<file path="src/rtl/next_pc_generator.sv">
// Fetch-PC generator: owns the fetch PC register and arbitrates the next PC.
// The candidates, highest priority first, are the interrupt, the oldest
// mispredicting branch channel, a stall/bubble hold, the predictor target,
// and the sequential fetch-block increment.
// A warm-up phase runs after reset. Redirect bubbles are inserted after each
// redirect, and a history-recovery pulse follows each branch redirect.

// Per-channel qualification: a channel only matters when it is a valid misprediction.
module npc_br_lane #(
    parameter int PC_WIDTH   = 32,
    parameter int INST_BYTES = 4
) (
    input  logic                valid,
    input  logic                mispred,
    input  logic [PC_WIDTH-1:0] target,
    output logic                hit,
    output logic [PC_WIDTH-1:0] tgt
);
    localparam logic [PC_WIDTH-1:0] INST_MASK = ~PC_WIDTH'(INST_BYTES - 1);

    assign hit = valid & mispred;
    assign tgt = target & INST_MASK;
endmodule

module next_pc_generator #(
    parameter int                PC_WIDTH      = 32,
    parameter int                FETCH_WIDTH   = 2,
    parameter int                INST_BYTES    = 4,
    parameter int                NUM_BR_PORTS  = 2,
    parameter logic [PC_WIDTH-1:0] RESET_VECTOR = 32'h0000_1000,
    parameter int                WARMUP_CYCLES = 8,
    parameter int                BUBBLE_CYCLES = 1
) (
    input  logic                              clk,
    input  logic                              rst,
    input  logic                              stall,
    input  logic [NUM_BR_PORTS-1:0]           brValid,
    input  logic [NUM_BR_PORTS-1:0]           brMispred,
    input  logic [NUM_BR_PORTS*PC_WIDTH-1:0]  brTarget,
    input  logic                              intWE,
    input  logic [PC_WIDTH-1:0]               intAddr,
    input  logic                              predTaken,
    input  logic [PC_WIDTH-1:0]               predTarget,
    output logic [PC_WIDTH-1:0]               pcOut,
    output logic [PC_WIDTH-1:0]               predNextPC,
    output logic                              fetchValid,
    output logic                              recoverBrHistory,
    output logic [(NUM_BR_PORTS > 1 ? $clog2(NUM_BR_PORTS) : 1)-1:0] recoverPort,
    output logic                              warmupDone
);
    localparam int PW          = (NUM_BR_PORTS > 1) ? $clog2(NUM_BR_PORTS) : 1;
    localparam int FETCH_BYTES = FETCH_WIDTH * INST_BYTES;
    localparam int CNT_W       = $clog2(WARMUP_CYCLES + 4) + 1;

    localparam logic [PC_WIDTH-1:0] INST_MASK  = ~PC_WIDTH'(INST_BYTES - 1);
    localparam logic [PC_WIDTH-1:0] BLOCK_MASK = ~PC_WIDTH'(FETCH_BYTES - 1);
    localparam logic [PC_WIDTH-1:0] BLOCK_INC  = PC_WIDTH'(FETCH_BYTES);
    localparam logic [CNT_W-1:0]    WARM_LAST  = CNT_W'(WARMUP_CYCLES - 1);
    localparam logic [CNT_W-1:0]    BUB_LAST   = CNT_W'(BUBBLE_CYCLES > 0 ? BUBBLE_CYCLES - 1 : 0);

    typedef enum logic [1:0] { S_WARMUP, S_RUN, S_BUBBLE } state_t;

    state_t                                 state;
    logic [CNT_W-1:0]                       cnt;
    logic [PC_WIDTH-1:0]                    pc_q;
    logic [PC_WIDTH-1:0]                    next_pc;
    logic [NUM_BR_PORTS-1:0]                br_hit;
    logic [NUM_BR_PORTS-1:0][PC_WIDTH-1:0]  br_tgt;
    logic                                   br_any;
    logic [PW-1:0]                          br_idx;
    logic [PC_WIDTH-1:0]                    br_sel;
    logic                                   active;
    logic                                   redirect;
    logic                                   br_recover;

    for (genvar g = 0; g < NUM_BR_PORTS; g++) begin : g_lane
        npc_br_lane #(
            .PC_WIDTH  (PC_WIDTH),
            .INST_BYTES(INST_BYTES)
        ) u_lane (
            .valid  (brValid[g]),
            .mispred(brMispred[g]),
            .target (brTarget[g*PC_WIDTH +: PC_WIDTH]),
            .hit    (br_hit[g]),
            .tgt    (br_tgt[g])
        );
    end

    // Oldest mispredicting channel wins: scan downward so the lowest index overrides.
    always_comb begin
        br_any = 1'b0;
        br_idx = '0;
        br_sel = '0;
        for (int i = NUM_BR_PORTS - 1; i >= 0; i--) begin
            if (br_hit[i]) begin
                br_any = 1'b1;
                br_idx = PW'(i);
                br_sel = br_tgt[i];
            end
        end
    end

    assign active     = (state != S_WARMUP);
    assign redirect   = active && (intWE || br_any);
    assign br_recover = active && !intWE && br_any;

    // Next-PC priority mux; warm-up holds the reset vector regardless of inputs.
    always_comb begin
        next_pc = pc_q;
        if (!active)                next_pc = pc_q;
        else if (intWE)             next_pc = intAddr & INST_MASK;
        else if (br_any)            next_pc = br_sel;
        else if (stall)             next_pc = pc_q;
        else if (state == S_BUBBLE) next_pc = pc_q;
        else if (predTaken)         next_pc = predTarget & INST_MASK;
        else                        next_pc = (pc_q & BLOCK_MASK) + BLOCK_INC;
    end

    assign pcOut      = pc_q;
    assign predNextPC = next_pc;
    assign fetchValid = (state == S_RUN) && !stall;

    // PC register, warm-up/bubble sequencing and the recovery pulse.
    always_ff @(posedge clk or negedge rst) begin
        if (!rst) begin
            state            <= S_WARMUP;
            cnt              <= '0;
            pc_q             <= RESET_VECTOR;
            recoverBrHistory <= 1'b0;
            recoverPort      <= '0;
            warmupDone       <= 1'b0;
        end else begin
            pc_q             <= next_pc;
            recoverBrHistory <= br_recover;
            if (br_recover) recoverPort <= br_idx;
            case (state)
                S_WARMUP: begin
                    if (cnt == WARM_LAST) begin
                        state      <= S_RUN;
                        warmupDone <= 1'b1;
                        cnt        <= '0;
                    end else begin
                        cnt <= cnt + 1'b1;
                    end
                end
                S_RUN: begin
                    if (redirect && BUBBLE_CYCLES > 0) begin
                        state <= S_BUBBLE;
                        cnt   <= '0;
                    end
                end
                S_BUBBLE: begin
                    // A fresh redirect restarts the bubble count.
                    if (redirect)              cnt <= '0;
                    else if (cnt == BUB_LAST)  state <= S_RUN;
                    else                       cnt <= cnt + 1'b1;
                end
                default: state <= S_WARMUP;
            endcase
        end
    end
endmodule

</file>
<file path="config.mk">
export PLATFORM = sky130hd
export DESIGN_NAME = next_pc_generator
export DESIGN_NICKNAME = d
export VERILOG_FILES = /design/src/rtl/next_pc_generator.sv
export SDC_FILE = /design/constraint.sdc
export NUM_CORES = 1
export LEC_CHECK = 0
export BUFFER_PORTS_ARGS = -buffer_cell sky130_fd_sc_hd__buf_2
export CORE_MARGIN = 2
export CORE_UTILIZATION = 45
export DETAILED_ROUTE_END_ITERATION = 10
export PLACE_DENSITY = 0.91
export SLEW_MARGIN = 20
export SYNTH_ARGS = -nofsm -noshare
export SYNTH_HDL_FRONTEND = slang
export SYNTH_SLANG_ARGS = --single-unit
</file>
<file path="constraint.sdc">
create_clock -name clk -period 2.9 [get_ports clk]
set_clock_uncertainty 0.1 [all_clocks]
set_input_delay 0.29 -clock clk [delete_from_list [all_inputs] [get_ports clk]]
set_output_delay 0.29 -clock clk [all_outputs]
set_load 0.02 [all_outputs]
</file>
# Word level (Yosys, flattened, before mapping)
# Index checks and enable logic that the tools add are counted.
# Widths: inputs -> output; s select.
word_totals:
  rom_bits: 0
  out_inout_bits: 68
  mem_count: 0
  word_cells: 53
  latchBits: 0
  ram_bits: 0
  ff_bits: 42
op_classes:
  eq_ne: 8
  n_bitwise: 2
  reduce_logical: 14
  mul: 0
  n_shift: 0
  n_mux: 21
  div: 0
  magnitude_cmp: 0
  add_sub_neg: 2
ops:
  columns: ["operator", "n"]
  rows:
  - ["$mux 32", 8]
  - ["$add 32x4->32 const B", 1]
  - ["$mux 5", 4]
  - ["$pmux 5 s3", 1]
  - ["$mux 2", 4]
  - ["$ne 2x2->1 const B", 3]
  - ["$pmux 2 s3", 1]
  - ["$add 5x1->5 const B", 1]
  - ["$eq 5x3->1 const B", 1]
  - ["$logic_not 5->1", 1]
  - ["$logic_and 1x1->1", 4]
  - ["$reduce_and 4->1", 1]
  - ["$mux 1", 3]
  - ["$ne 3x3->1 const B", 1]
  - ["$reduce_and 3->1", 1]
  - ["$reduce_bool 3->1", 1]
  - ["$and 1x1->1", 2]
  - ["$eq 2x1->1 const B", 1]
  - ["$eq 2x2->1 const B", 1]
  - ["$logic_not 1->1", 2]
  - ["$logic_not 2->1", 1]
  - ["$ne 2x1->1 const B", 1]
  - ["$reduce_and 2->1", 1]
  - ["$reduce_bool 2->1", 1]
  - ["$logic_or 1x1->1", 1]

# Longest topological paths before layout
depth:
  word_depth: 7
  mapped_depth: 9
  ltp_nobuf: 7

# By module
# Synthesis repeated with hierarchy kept, for this count alone.
unflattened:
  hier_cells: 552
  area_unflattened_um2: 4166.5
by_module_without_submodules:
  columns: ["module", "instances", "seq_area_each_um2", "cells_per_inst", "area_per_inst_um2"]
  rows:
  - ["next_pc_generator", 1, 1052.3, 484, 3666.0]
  - ["npc_br_lane", 2, 0.0, 34, 250.2]

# Worst setup path after synthesis
# Ideal clock, no wire load.
synth_timing:
  kind: "register -> output"
  startpoint: "register state[0]"
  endpoint: "output port predNextPC[13]"
  n_path_buf: 1
  t_arrival_ns: 2.391
  setup_slack_ns: 0.119
  path_stages_with_launch: 8
  path_cell_list: "dfrtp_1 inv_1 ha_1 clkbuf_1 nor3b_1 nor3_1 or4_1 a21oi_1"
synth_between:
  elab_chain_len: 6
  word_cells_on_any_way: 7
  classes_between: "1 x eq/ne; 5 x mux; 1 x reduce/logical"
synth_lines:
  columns: ["element", "line_no", "text"]
  rows:
  - ["start: declaration", "63", "state_t state;"]
  - ["start signal: assignment", "126", "state <= S_WARMUP;"]
  - ["start signal: assignment", "139", "state <= S_RUN;"]
  - ["start signal: assignment", "148", "state <= S_BUBBLE;"]
  - ["$eq 2x2->1", "114", "else if (state == S_BUBBLE) next_pc = pc_q;"]
  - ["$mux 32", "114", null]
  - ["$mux 32", "113", "else if (stall) next_pc = pc_q;"]
  - ["$mux 32", "112", "else if (br_any) next_pc = br_sel;"]
  - ["$mux 32", "111", "else if (intWE) next_pc = intAddr & INST_MASK;"]
  - ["$mux 32 (*)", "110", "if (!active) next_pc = pc_q;"]
  - ["end: declaration", "45", "output logic [PC_WIDTH-1:0] predNextPC,"]
# Mark *: on every way between the ends. The rest lies on a longest branch, timed or not.

# Final worst setup path
layout_timing:
  startpoint: "register pc_q[12], in the netlist pcOut[12]"
  endpoint: "output port predNextPC[24]"
layout_between:
  elab_chain_len: 7
layout_lines:
  columns: ["element", "line_no", "text"]
  rows:
  - ["start: declaration", "65", "logic [PC_WIDTH-1:0] pc_q;"]
  - ["start signal: assignment", "133", "pc_q <= next_pc;"]
  - ["$add 32x4->32", "116", "else next_pc = (pc_q & BLOCK_MASK) + BLOCK_INC;"]
  - ["$mux 32", "115", "else if (predTaken) next_pc = predTarget & INST_MASK;"]
  - ["$mux 32", "114", null]
  - ["$mux 32", "113", null]
  - ["$mux 32", "112", null]
  - ["$mux 32", "111", null]
  - ["$mux 32", "110", null]
# No other way between the ends.

==> reports/results.ini <==
[outcome]
status = complete, no violations

[cells_and_area]
finish.net_count = 832
reg_area_mm2 = 0.00106
multiInputGateArea_mm2 = 0.00251
utilization = 0.672
proportion_of_layout_cells_with_a_drive_suffix_above_1 = 0.424
fin_area_mm2 = 0.00525
area_delta_synth_final_pct = 43.8
n_fill_cell = 684

[global_routing]
grt_pass1_wl_um = 24400
grt_use_total = 0.352
grt_remaining_overflow = 0
first_global_vias = 5006
grt_start_max_net_pins = 43
grt_antenna_before_repair = 0

[setup_path]
endpoint_class_of_the_critical_path = output port
critical_path_required_ns = 2.51
worst_ep_arrival_time_ns = 2.45
setup_crit_path_kind = reg2out
critPathLaunchType = flip-flop
timing.critical_path.fanout_max = 3

[pwr]
power_frac_seq = 0.232
p_int_uw = 2440
power_frac_comb = 0.690
switching_share = 0.544
total_power_uw = 5360
power.ir.vdd_worst_mv = 0.626
power.density_cell_area_mw_per_mm2 = 1020
power.static_leakage_uw = 0.00240
power.clock.fraction = 0.078
net_switching_power_uw = 2920

[placed_design]
io_buffer_count = 196
postPlaceCellArea_mm2 = 0.00489
dp_hpwl_um = 12000
gp_congestion = 0.937

[sta]
worst_slew_pin_slew_ns = 0.675
fin_crit_sh = 0.980
fin_crit_ns = 2.84
hold_viol_final = 0
hold_ws_ns = 0.154
slew_headroom = 0.544
maxSlewViolCount = 0
setup_violations = 0
max_clock_freq_mhz = 352

[floorplan]
std_cell_rows = 32
core_mm2 = 0.00781
die_width_um = 94.1
area_of_the_die_mm2 = 0.00885
io_pins = 205
die_height_um = 94.1
initial_utilization = 0.467

[route]
vias = 5205
drtAntennaViolNets = 0
drc = 0
number_of_detailed_routing_iterations_run_before_antenna_repair = 5
vias_per_cell = 6.57
routed_wirelength_um = 16500
wire_per_inst_um = 20.8
violation_count_after_the_first_detailed_routing_iteration = 522

[logic_synthesis]
post_synthesis_sequential_area_ratio = 0.288
synthDominantAreaCellType = dfrtp_1
synth.cell_area_mm2 = 0.00365
ys_ff_latch = 42
synthesis.instances = 476
synthDominantCellAreaShare = 0.281
postSynth.asyncResetShare = 1.00
primary_ff_master_synth = dfrtp_1
synthMostInstantiatedCell = a21oi_1
synth_common_cells = 47 x a21oi_1, 41 x dfrtp_1, 38 x nor2_1
netlist-cell-type-count = 60
synthesized_area_per_cell_um2 = 7.67
synth-edff-count = 0
post_synth_net_total = 620
yosysWarnings = 0
main_area_contributors_after_synthesis = dfrtp_1 28%, a21oi_1 6.4%, o21ai_0 4.4%

[clock_network]
clockRootBuffer = clkbuf_8
cts_inserted_buffers = 5
clock_insertion_delay_at_the_later_pin_of_the_skew_report_ns = 0.31
clk_pin_slew_ns = 0.09
tritoncts_clock_tree = built
clock_sink_total = 42
ctsHtreeMaxLevel = 2
clock_path_buffers = 2

[flow_run]
timing.max_cap.violations = 0

[worst_hold_path]
timing.hold.worst.class = in2reg

[kinds of logic after synthesis]
logic type,share of synthesized area
AO/OA/AOI/OAI,0.374
XOR/XNOR,0.00480
adder cells (fa/ha/maj),0.0240
buffers and inverters,0.0617
flip-flops,0.288
multiplexers,0.00891
AND/OR/NAND/NOR,0.238
[state kept, by name (all words and copies together) (netlist names)]
register,count
recoverPort,1
cnt,5
recoverBrHistory,1
state,2
pcOut,32
warmupDone,1
[per-layer routing]
| metal | wire length, µm | track usage | vias up |
|---|---|---|---|
| li1 | - | - | 2292 |
| met4 | 612 | 0.164 | 0 |
| met2 | 7950 | 0.600 | 404 |
| met3 | 1690 | 0.0554 | 62 |
| met5 | 0 | 0 | - |
| met1 | 6250 | 0.433 | 2447 |
[worst paths after layout]
| path | slack (ns) | cells past startpoint | endpoint | start |
|---|---|---|---|---|
| max reg2reg | 0.50 | 7 | cnt[3] | state[1] |
| max | 0.06 | 6 | predNextPC[24] | pcOut[12] |
| min | 0.15 | 3 | pcOut[4] | intAddr[4] |
| min in group asynchronous | 0.40 | 2 | warmupDone | rst |
| max in group asynchronous | 1.87 | 2 | pcOut[4] | rst |
| min reg2reg | 0.37 | 1 | warmupDone | warmupDone |
[through the flow]
stage,TNS (ns),std cells,setup WS (ns)
after floorplan,0,476,0.119
after global placement,0,770,0.274
after detailed placement,0,770,0.200
after CTS,0,781,0.00724
after global routing,-0.00347,791,-0.00347
final,0,792,0.0586
[layout make-up]
type,count,area share
clock buffer,7,0.0165
inverter,19,0.0136
tap,102,0.0243
timing repair buffer,245,0.264
antenna,1,0.000477
multi-input combinational,375,0.479
clock inverter,1,0.000954
sequential,42,0.201
[critical path, stage by stage (launching register included)]
cell	delay [ns]
dfstp_2	0.56
nand4_4	0.09
or4_4	0.56
or4_4	0.50
nand3_1	0.10
a32o_2	0.21
buf_6	0.13
[placed cells by master (no fill, tap or decap), drive strengths merged, types with 5 or more instances in the layout]
cell	netlist	routed
buf	8	244
a21oi	47	47
dfrtp	41	41
nor2	38	38
o21ai	32	32
nand2	27	27
nand3	21	21
nor3	20	20
inv	19	19
a221oi	17	17
o22ai	14	14
nand4	13	13
a31oi	8	8
nor4	8	8
and3	7	7
o211ai	7	7
a211oi	7	7
clkbuf	32	7
ha	7	7
a22oi	6	6
a221o	6	6
nor2b	6	6
a311oi	6	6
a22o	5	5
and4	5	5
[power by group through the flow]
stage          clock, µW  sequential, µW  combinational [µW]
3_3_place_gp           0            1220                3270
4_1_cts              418            1220                3420
6_report             419            1240                3700
3_5_place_dp           0            1240                3350
2_1_floorplan          0            1430                1880
5_1_grt              439            1270                3940
[repair_timing]
item	4_1_cts	5_1_grt
endpoints found under the hold margin	0	41
buffers inserted	3	9
pin swaps	1	9
setup endpoints to repair	8	21
resized for setup	8	32
hold buffers	0	1
(Power assumes the default switching activity.)
